### config.mk
export PLATFORM = sky130hd
export DESIGN_NAME = mem_ctrl
export DESIGN_NICKNAME = d
export VERILOG_FILES = /design/src/rtl/mem_ctrl.sv
export SDC_FILE = /design/constraint.sdc
export NUM_CORES = 1
export LEC_CHECK = 0
export ABC_AREA = 1
export BUFFER_PORTS_ARGS = -buffer_cell sky130_fd_sc_hd__buf_4
export CAP_MARGIN = 10
export CORE_AREA = 2 2 122 124
export CTS_CLUSTER_DIAMETER = 30
export DETAILED_ROUTE_END_ITERATION = 16
export DIE_AREA = 0 0 124 126
export HOLD_SLACK_MARGIN = 0.08
export MAX_ROUTING_LAYER = met4
export PLACE_DENSITY_LB_ADDON = 0.1
export SKIP_LAST_GASP = 1
export SYNTH_ARGS = -nofsm -noshare
export SYNTH_HDL_FRONTEND = slang
export SYNTH_SLANG_ARGS = --single-unit
### constraint.sdc
create_clock -name clk -period 6 [get_ports clk]
set_input_delay 0.9 -clock clk [delete_from_list [all_inputs] [get_ports clk]]
set_output_delay 0.9 -clock clk [all_outputs]
set_load 0.02 [all_outputs]
### src/rtl/mem_ctrl.sv
// Byte-serial RAM port arbiter between instruction fetch and the load/store buffer.
// Word accesses become per-byte RAM cycles; read bytes are reassembled little-endian.
module mem_ctrl #(
    parameter int IF_BYTES = 4
) (
    input  logic                    clk,
    input  logic                    rst,
    input  logic                    rdy,
    input  logic                    rollback,
    input  logic [7:0]              mem_din,
    output logic [7:0]              mem_dout,
    output logic [31:0]             mem_a,
    output logic                    mem_wr,
    input  logic                    io_buffer_full,
    input  logic                    if_en,
    input  logic [31:0]             if_addr,
    output logic                    if_done,
    output logic [8*IF_BYTES-1:0]   if_data,
    input  logic                    lsb_en,
    input  logic                    lsb_wr,
    input  logic [31:0]             lsb_addr,
    input  logic [1:0]              lsb_len,
    input  logic [31:0]             lsb_wdata,
    output logic                    lsb_done,
    output logic [31:0]             lsb_rdata
);

    localparam int CW = $clog2(IF_BYTES + 2) + 1;
    localparam logic GRANT_IF  = 1'b0;
    localparam logic GRANT_LSB = 1'b1;

    typedef enum logic [1:0] {IDLE, IFETCH, LOAD, STORE} state_t;

    state_t                  state_reg, state_next;
    logic [CW-1:0]           cnt_reg, cnt_next;
    logic [CW-1:0]           len_reg, len_next;
    logic                    last_grant_reg, last_grant_next;
    logic [31:0]             mem_a_reg, mem_a_next;
    logic [7:0]              mem_dout_reg, mem_dout_next;
    logic                    mem_wr_reg, mem_wr_next;
    logic [31:0]             wdata_reg, wdata_next;
    logic                    if_done_reg, if_done_next;
    logic [8*IF_BYTES-1:0]   if_data_reg, if_data_next;
    logic                    lsb_done_reg, lsb_done_next;
    logic [31:0]             lsb_rdata_reg, lsb_rdata_next;

    logic                    io_store_blocked;
    logic                    if_cand;
    logic                    lsb_cand;
    logic [CW-1:0]           lsb_len_dec;
    logic [CW-1:0]           step;
    logic [CW-1:0]           byte_idx;

    // A store into IO space must wait while the UART buffer is full.
    assign io_store_blocked = lsb_wr && (lsb_addr[17:16] == 2'b11) && io_buffer_full;
    assign if_cand  = if_en && !rollback;
    assign lsb_cand = lsb_en && (lsb_wr ? !io_store_blocked : !rollback);
    assign step     = cnt_reg + CW'(1);
    assign byte_idx = cnt_reg - CW'(1);

    always_comb begin
        lsb_len_dec = CW'(4);
        case (lsb_len)
            2'b00:   lsb_len_dec = CW'(1);
            2'b01:   lsb_len_dec = CW'(2);
            default: lsb_len_dec = CW'(4);
        endcase
    end

    always_comb begin
        state_next      = state_reg;
        cnt_next        = cnt_reg;
        len_next        = len_reg;
        last_grant_next = last_grant_reg;
        mem_a_next      = mem_a_reg;
        mem_dout_next   = mem_dout_reg;
        mem_wr_next     = mem_wr_reg;
        wdata_next      = wdata_reg;
        if_data_next    = if_data_reg;
        lsb_rdata_next  = lsb_rdata_reg;
        if_done_next    = 1'b0;
        lsb_done_next   = 1'b0;

        case (state_reg)
            IDLE: begin
                mem_wr_next = 1'b0;
                // Requesters see done one cycle late, so never grant while a done is visible.
                if (!if_done_reg && !lsb_done_reg) begin
                    if (lsb_cand && (!if_cand || last_grant_reg == GRANT_IF)) begin
                        last_grant_next = GRANT_LSB;
                        mem_a_next      = lsb_addr;
                        cnt_next        = '0;
                        len_next        = lsb_len_dec;
                        if (lsb_wr) begin
                            state_next    = STORE;
                            mem_wr_next   = 1'b1;
                            mem_dout_next = lsb_wdata[7:0];
                            wdata_next    = lsb_wdata;
                        end else begin
                            state_next     = LOAD;
                            lsb_rdata_next = '0;
                        end
                    end else if (if_cand) begin
                        last_grant_next = GRANT_IF;
                        state_next      = IFETCH;
                        mem_a_next      = if_addr;
                        cnt_next        = '0;
                        len_next        = CW'(IF_BYTES);
                        if_data_next    = '0;
                    end
                end
            end

            IFETCH, LOAD: begin
                if (rollback) begin
                    state_next  = IDLE;
                    cnt_next    = '0;
                    mem_wr_next = 1'b0;
                end else begin
                    cnt_next = step;
                    if (step < len_reg) begin
                        mem_a_next = mem_a_reg + 32'd1;
                    end
                    // RAM returns data one cycle after the address, so capture lags by two edges.
                    if (cnt_reg != '0) begin
                        if (state_reg == IFETCH) begin
                            if_data_next[8*byte_idx +: 8] = mem_din;
                        end else begin
                            lsb_rdata_next[8*byte_idx[1:0] +: 8] = mem_din;
                        end
                    end
                    if (step == len_reg + CW'(1)) begin
                        state_next = IDLE;
                        cnt_next   = '0;
                        if (state_reg == IFETCH) begin
                            if_done_next = 1'b1;
                        end else begin
                            lsb_done_next = 1'b1;
                        end
                    end
                end
            end

            STORE: begin
                if (step < len_reg) begin
                    cnt_next      = step;
                    mem_a_next    = mem_a_reg + 32'd1;
                    mem_dout_next = wdata_reg[8*step[1:0] +: 8];
                end else begin
                    state_next    = IDLE;
                    cnt_next      = '0;
                    mem_wr_next   = 1'b0;
                    lsb_done_next = 1'b1;
                end
            end

            default: state_next = IDLE;
        endcase
    end

    always_ff @(posedge clk) begin
        if (rst) begin
            state_reg      <= IDLE;
            cnt_reg        <= '0;
            len_reg        <= '0;
            last_grant_reg <= GRANT_IF;
            mem_a_reg      <= '0;
            mem_dout_reg   <= '0;
            mem_wr_reg     <= 1'b0;
            wdata_reg      <= '0;
            if_done_reg    <= 1'b0;
            if_data_reg    <= '0;
            lsb_done_reg   <= 1'b0;
            lsb_rdata_reg  <= '0;
        end else if (rdy) begin
            state_reg      <= state_next;
            cnt_reg        <= cnt_next;
            len_reg        <= len_next;
            last_grant_reg <= last_grant_next;
            mem_a_reg      <= mem_a_next;
            mem_dout_reg   <= mem_dout_next;
            mem_wr_reg     <= mem_wr_next;
            wdata_reg      <= wdata_next;
            if_done_reg    <= if_done_next;
            if_data_reg    <= if_data_next;
            lsb_done_reg   <= lsb_done_next;
            lsb_rdata_reg  <= lsb_rdata_next;
        end
    end

    assign mem_a     = mem_a_reg;
    assign mem_dout  = mem_dout_reg;
    assign mem_wr    = mem_wr_reg;
    assign if_done   = if_done_reg;
    assign if_data   = if_data_reg;
    assign lsb_done  = lsb_done_reg;
    assign lsb_rdata = lsb_rdata_reg;

endmodule

After elaboration in Yosys (flattened, before gate mapping) --
Index checks and enable logic that the tools add are counted.
Operators by class: add/sub/neg operators 6, $lt $le $gt $ge 1, equal/unequal tests 21, shifts and indexed selects 5, multiplexer cells 63, bitwise logic cells 1, reduce and logical (&&, ||, !) cells 28
Operators by type and width (count):
- 32-bit two-way mux | 17
- 32-bit one-hot mux with 2 select lines | 2
- 32-bit one-hot mux with 3 select lines | 1
- 8-bit by 34-bit variable shift with 32-bit output, first input constant | 2
- 8-bit by 34-bit variable part select with 32-bit output | 2
- 32-bit bitwise mux | 2
- 5-bit negator with 34-bit output | 1
- 7-bit negator with 34-bit output | 1
- 32-bit by 1-bit adder with 32-bit output, second input constant | 1
- 4-bit two-way mux | 8
- 8-bit two-way mux | 4
- 32-bit by 6-bit variable part select with 8-bit output | 1
- 2-bit inequality test, second input constant | 13
- 1-bit two-way mux | 17
- 8-bit one-hot mux with 2 select lines | 1
- 8-bit AND reduction | 2
- 2-bit two-way mux | 6
- 4-bit one-hot mux with 3 select lines | 1
- 5-bit AND reduction | 2
- 4-bit by 1-bit adder with 4-bit output, second input constant | 2
- 4-bit AND reduction | 2
- 2-bit equality test, second input constant | 3
- 1-bit logical AND | 6
- 3-bit inequality test, second input constant | 2
- 17 further kinds | 26
Storage, ports and cells: register bits 150, input port bits 114, output and inout bits 107

Depth between registers and ports, before layout --
Gate-level depths: netlist (run 1).
depth in word-level cells 10, gate-level depth with buffers 16

Worst setup path after synthesis (run 1) --
Ideal clock, no wire load.
path kind register -> register, start point register cnt_reg[0], end point register mem_a_reg[27], in the netlist mem_a[27], library setup time 0.117 ns, arrival time 2.253 ns, required time 5.883 ns, path slack 3.630 ns, stages on the path, launching flop included 16, period minus slack after synthesis 2.370 ns, path through dfxtp_1 -> buf_2 -> inv_2 -> ha_1 -> ha_1 -> a21oi_1 -> nor2_1 -> nor2_1 -> nand2_1 -> nand2_1 -> nand2_2 -> nor2_8 -> buf_6 -> nand2_1 -> a21oi_1 -> nor2_1
On the way: word-level cells in the longest chain between the ends 5
RTL lines:
- start, declared | RTL line 35 | logic [CW-1:0] cnt_reg, cnt_next;
- start signal, assigned | RTL line 177 | cnt_reg <= cnt_next;
- 4-bit by 1-bit adder with 4-bit output * | RTL line 58 | assign step = cnt_reg + CW'(1);
- 4-bit less-than comparator * | RTL line 121, 145
- 32-bit two-way mux *
- 32-bit two-way mux
- 32-bit one-hot mux with 3 select lines *
- end signal, assigned | RTL line 180 | mem_a_reg <= mem_a_next;
- end, declared | RTL line 38 | logic [31:0] mem_a_reg, mem_a_next;
Every way passes the cells marked *; elsewhere a longest branch is shown, timed or not. The select of a mux whose other input is x is not followed. A chain may end at the register's enable or synchronous reset.

Worst setup path after layout (run 1) --
start point register cnt_reg[0], end point register if_data_reg[13], in the netlist if_data[13]
On the way: word-level cells in the longest chain between the ends 8, elaborated cells on any way between the ends 12, classes of those cells add/sub: 2; eq/ne: 1; shift: 2; mux: 5; reduce/logical: 2
RTL lines:
- 4-bit by 1-bit subtractor with 4-bit output | RTL line 59 | assign byte_idx = cnt_reg - CW'(1);
- 7-bit negator with 34-bit output | RTL line 127 | if_data_next[8*byte_idx +: 8] = mem_din;
- 8-bit by 34-bit variable part select with 32-bit output or 8-bit by 34-bit variable shift with 32-bit output (tied branches) | RTL line 127
- 32-bit bitwise mux | RTL line 127
- 32-bit two-way mux | RTL line 126 | if (state_reg == IFETCH) begin
- 32-bit two-way mux | RTL line 125 | if (cnt_reg != '0) begin
- 32-bit two-way mux | RTL line 115 | if (rollback) begin
- 32-bit one-hot mux with 2 select lines | RTL line 84 | case (state_reg)
- end signal, assigned | RTL line 185 | if_data_reg <= if_data_next;
- end, declared | RTL line 43 | logic [8*IF_BYTES-1:0] if_data_reg, if_data_next;
Parallel ways exist; a longest one is shown, timed or not. The select of a mux whose other input is x is not followed.

==> summary.txt, run 1 <==
Global routing
  • Initial antenna violation count: 0
  • Largest net degree at the start of global routing: 87
  • GR Util All Layers: 32.2%
  • Vias in the first global route: 7974
  • Grt ovf: 0
  • Global-route wire length before repair: 38800 um

Logic synthesis
  • Ys flop type: dfxtp_1
  • Ys Warns: 0
  • Syn avg cell area: 6.71 um^2
  • #FFs+latches synth: 149
  • FFs w/ async S/R, synth: 0%
  • Synth area leaders: dfxtp_1 (37%), nand2_1 (13%), a21oi_1 (8.4%), nor2_1 (6.2%), inv_1 (5.6%)
  • Post-synth EDFFs: 0
  • Cells after Synth: 1195
  • Largest area contributor in the synthesized netlist: dfxtp_1
  • Synth top area share: 37.2%
  • Sequential share of the synthesized area: 37.2%
  • Cell area after synthesis: 8020 um^2
  • Yosys cell types: 41
  • Syn_nets: 1325

Routing
  • Iter 0 DRT Violations: 687
  • Vias: 8666
  • Final ANT Viol Nets: 0
  • Via-to-Cell Ratio: 5.48
  • Drt drc: 0
  • Drt pass-1 iters: 5
  • WL per Instance: 15.4 um
  • Final wirelength: 24400 um

Timing
  • Crit share post-route: 58.5%
  • Worst slew pin tran: 934 ps
  • Minimum clock period: 3510 ps
  • Skew final: 11.4 ps
  • Final Hold Fails: 0
  • Slew Viols, Final: 0
  • F_max: 0.285 GHz
  • TNS Setup: 0 ps
  • RSZ-0062 raised after global routing: false
  • Slew margin rel.: 37.5%
  • Final setup vio count: 0

Worst setup path
  • CP Class: flip-flop to flip-flop
  • Slowest stage delay, CP: 690 ps
  • Max stage delay cell, worst path: nor2_1
  • Most used cell, CP: inv_1
  • CP cell instances: inv_2 -> ha_1 -> nand2_2 -> inv_1 -> nand3_1 -> ha_1 -> inv_1 -> nor2_1 -> inv_1 -> nor2_1 -> nand3_1 -> a21oi_1
  • Crit. End Element: flip-flop
  • Critical path startpoint category: flip-flop
  • Worst EP arrival: 3860 ps
  • Critical path required time: 6350 ps
  • Crit-path max FO: 18

Flow run
  • Maxcap violations: 0

Die
  • Die X: 124 um
  • FP Rows: 44
  • Die Y: 126 um
  • Initial Util: 56.0%
  • Core Box Area: 14300 um^2
  • IO Count: 221
  • Die area: 15600 um^2

Clocking
  • Cts-stage hold buffer count: 0
  • CTS clk-pin slew, worst paths: 60 ps
  • Post-CTS setup buffer count: 0
  • CTS tree: yes
  • Post-cts sizing count: 0
  • Htree depth: 4
  • Max Buffers Root-to-Sink: 2
  • Root Buffer Master: clkbuf_16
  • Worst-Skew Late Latency: 430 ps
  • Clock Sinks: 149
  • Num CTS Buffers: 17

Finish
  • Ant. Diodes: 0
  • Area grow syn2layout: 27.5%
  • Layout cells sized above 1: 21.5%
  • FF/Latch Area: 2980 um^2
  • Multi-input logic area: 4290 um^2
  • Fillers: 1317
  • Final nets: 1514

Status
  • Status: finished, final reports clean

Worst hold path
  • HP Class: flip-flop to flip-flop

Place
  • Port Buffers: 220
  • Final HPWL DP: 17300 um
  • Final RePlAce weighted congestion: 0.983

Power
  • Overall power: 3.12 mW
  • VDD IR-drop max: 205 uV
  • Leak pwr: 4.39 nW
  • Power Density: 305 nW/um^2
## worst max-delay path, delay by kind of cell (launching register included)
kind | cells | cell delay (ps)
AND/OR/NAND/NOR | 5 | 1400
adder cells (fa/ha/maj) | 2 | 760
flip-flops | 1 | 600
buffers and inverters | 4 | 490
AO/OA/AOI/OAI | 1 | 190
## power by group
part	internal (mW)	total [mW]	switching (mW)
Sequential	1.07	1.17	0.101
Combinational	0.307	0.906	0.599
Clock	0.631	1.04	0.412
## per-stage QoR
step | cells | setup slack [ps] | hold slack, ps | utilization, % | instance area (um^2)
after detailed placement | 1549 | 2680 | 445 | 67.4 | 9650
after global placement | 1549 | 2630 | 440 | 67.4 | 9650
after global routing | 1580 | 2180 | 478 | 71.4 | 10200
after floorplan | 1195 | 3630 | 430 | - | 8020
final | 1580 | 2490 | 454 | 71.4 | 10200
after CTS | 1580 | 2530 | 455 | 71.4 | 10200
## Yosys cell counts (3+ instances only)
cell type	instances
buf_2	15
or2_2	3
ha_1	16
dfxtp_1	149
o21ai_2	5
nand4_1	23
nand3_2	3
clkbuf_1	26
nand3_1	61
buf_6	5
buf_1	3
nand2_1	276
a22o_1	4
nor2_8	3
o22ai_1	16
a21oi_1	135
o21ai_0	77
nor2_1	132
inv_1	120
nor2_2	10
xor2_1	6
nand2_2	7
xnor2_1	7
o21ai_1	23
nor3_1	22
a22oi_1	17
inv_2	11
nand3b_1	4
## path summary, 6_finish.rpt
kind	to	slack, ps	start	cells past startpoint
hold / removal	wdata_reg[15]	450	wdata_reg[15]	2
setup / recovery	if_data[13]	2490	cnt_reg[0]	12
hold reg to reg	wdata_reg[15]	450	wdata_reg[15]	2
setup reg to reg	if_data[13]	2490	cnt_reg[0]	12
## placed cells by master, fill, tap and decap left out, types with 2 or more instances in the layout
cell / instances
nand2_1: 276
buf_4: 221
dfxtp_1: 149
a21oi_1: 135
nor2_1: 132
inv_1: 119
o21ai_0: 77
nand3_1: 61
nand4_1: 23
o21ai_1: 23
nor3_1: 22
a22oi_1: 17
clkbuf_16: 17
o22ai_1: 16
ha_1: 16
inv_2: 12
nor2_2: 10
xnor2_1: 7
nand2_2: 7
xor2_1: 6
o21ai_2: 5
nand3b_1: 4
a22o_1: 4
clkbuf_1: 4
nand3_2: 3
nor2_8: 3
or2_2: 3
clkinv_2: 3
nor2_4: 2
nor3_4: 2
bufinv_16: 2
clkbuf_8: 2
clkinvlp_4: 2
## final cells by class
cell class | count | area share [%]
multi-input combinational | 864 | 42.0
tap | 184 | 2.25
clock inverter | 8 | 0.967
sequential | 149 | 29.2
clock buffer | 23 | 4.58
timing repair buffer | 221 | 16.2
inverter | 131 | 4.81
## kinds of logic (layout without fill, tap and decap cells)
logic type               after synthesis  in the layout  synth area share [%]
XOR/XNOR                              14             14                  1.62
flip-flops                           149            149                  37.2
AND/OR/NAND/NOR                      551            551                  30.2
AO/OA/AOI/OAI                        283            283                  19.2
buffers and inverters                182            383                  9.32
adder cells (fa/ha/maj)               16             16                  2.50
## routing by layer
layer	global-route usage, %	vias up	routed length (um)
li1	-	4305	-
met4	11.3	0	597
met5	-	-	0
met3	5.84	46	1730
met1	41.7	3973	10800
met2	50.4	342	11300
(Power assumes the default switching activity.)
==> run 2: changes to the inputs <==
- CORE_AREA: 2 2 122 124 -> 2 2 133 135
- DIE_AREA: 0 0 124 126 -> 0 0 135 137
- clock period: 6 -> 2.96 ns (I/O delays scaled with it)
==> summary.txt, run 2 (synthesized netlist as in run 1, its figures left out) <==
Status
  • Status: finished, final reports clean

Worst hold path
  • Hold Startpoint: rdy
  • Hold Path Depth: 2
  • HP Class: input pin to flip-flop

Clocking
  • Clock Sinks: 149
  • Cts-stage hold buffer count: 0
  • Post-cts sizing count: 0
  • CTS tree: yes
  • Post-CTS setup buffer count: 0
  • Root Buffer Master: clkbuf_16
  • Num CTS Buffers: 17
  • CTS clk-pin slew, worst paths: 60 ps
  • Htree depth: 4
  • Worst-Skew Late Latency: 430 ps
  • Max Buffers Root-to-Sink: 2

Worst setup path
  • Worst Setup SP: cnt_reg[1]
  • Critical path startpoint category: flip-flop
  • CP Class: flip-flop to flip-flop
  • Reg-to-Reg Start: cnt_reg[1]
  • Worst reg-to-reg path cell count: 14
  • Worst EP arrival: 2990 ps
  • Critical path required time: 3290 ps
  • Crit-path max FO: 34
  • Crit. End Element: flip-flop

Timing
  • Minimum clock period: 2660 ps
  • TNS Setup: 0 ps
  • Final Hold Fails: 0
  • Skew final: 8.80 ps
  • Worst Setup Slack, final: 297 ps
  • Worst slew pin tran: 734 ps
  • RSZ-0062 raised after global routing: false
  • Slew Viols, Final: 0
  • F_max: 0.376 GHz
  • Final setup vio count: 0
  • Crit share post-route: 90.0%
  • Slew margin rel.: 51.1%

Global routing
  • Largest net degree at the start of global routing: 62
  • Vias in the first global route: 7847
  • GR Util All Layers: 27.4%
  • Initial antenna violation count: 0
  • Global-route wire length before repair: 39100 um
  • Grt ovf: 0

Finish
  • Most frequent cells in the layout: nand2_1 (276), buf_4 (234), dfxtp_1 (149), a21oi_1 (135), nor2_1 (132)
  • Non-Filler Instances: 1637
  • Most common cell after layout, fill and taps aside: nand2_1
  • Final nets: 1530
  • Layout cells sized above 1: 22.6%
  • Fillers: 1688
  • Area grow syn2layout: 30.1%
  • Ant. Diodes: 0

Die
  • Die X: 135 um
  • IO Count: 221
  • Core Box Area: 17100 um^2
  • FP Rows: 48
  • Die area: 18500 um^2
  • Die Y: 137 um
  • Initial Util: 47.0%

Power
  • VDD IR-drop max: 416 uV
  • Power Density: 610 nW/um^2
  • Leak pwr: 4.49 nW

Routing
  • Top routing layer in use: met4
  • Iter 0 DRT Violations: 549
  • Met3 routed WL: 1720 um
  • Drt drc: 0
  • M1 wire length: 11200 um
  • Final wirelength: 24700 um
  • Via-to-Cell Ratio: 5.24
  • Final ANT Viol Nets: 0
  • Met2 wire length: 11300 um
  • Vias: 8571
  • WL per Instance: 15.1 um
  • Drt pass-1 iters: 5

Place
  • Placed Instances: 1606
  • Port Buffers: 220
  • Worst slack at placement: 330 ps
  • Final RePlAce weighted congestion: 0.917
  • Final HPWL DP: 18200 um

Flow run
  • Maxcap violations: 0
run 2: cell types whose count changed in the layout (fill, tap and decap cells not counted), moves of 2 or more:
| cell | delta |
|---|---|
| clkinv_4 | +2 |
| buf_4 | +13 |
| buf_12 | +3 |
| clkbuf_1 | -3 |
run 2: critical path, stage by stage, from the launching register on:
cell	delay, ps
dfxtp_1	450
inv_1	130
ha_1	370
ha_1	300
a21oi_1	150
nor2_1	50
nor2_1	130
nand2_1	90
nand2_1	80
nand2_2	90
nor2_8	260
buf_12	230
nand2_1	80
nor2_1	100
nor2_1	40
run 2: cell type report:
type                       count  area, um^2  area share (%)
clock buffer                  21         470            4.51
clock inverter                10        97.6           0.936
inverter                     131         492            4.72
multi-input combinational    864        4290            41.1
sequential                   149        2980            28.6
tap                          225         282            2.70
timing repair buffer         237        1820            17.4
run 2: path summary, 6_finish.rpt:
kind              endpoint  slack (ps)
max reg2reg      mem_a[26]         300
min                if_done         240
min reg2reg  wdata_reg[28]         450
max              mem_a[26]         300
run 2: per-stage QoR:
step | area, um^2 | power, mW | utilization, % | hold WS, ps
after floorplan | 8020 | 3.61 | - | 430
after global routing | 10400 | 6.69 | 61.1 | 234
after detailed placement | 9860 | 4.29 | 57.8 | 443
after CTS | 10400 | 6.38 | 61.1 | 231
after global placement | 9860 | 4.26 | 57.8 | 436
final | 10400 | 6.36 | 61.1 | 241
run 2: routing by layer:
| layer | GRT usage (%) | up-vias |
|---|---|---|
| met2 | 43.7 | 316 |
| met3 | 5.22 | 37 |
| met4 | 8.33 | 0 |
| met1 | 35.5 | 3877 |
| met5 | - | - |
| li1 | - | 4341 |
run 2: where the power goes:
group	internal [mW]	switching [mW]	total [mW]
clock	1.22	0.873	2.10
combinational	0.672	1.23	1.90
sequential	2.17	0.197	2.37
total	4.06	2.30	6.36
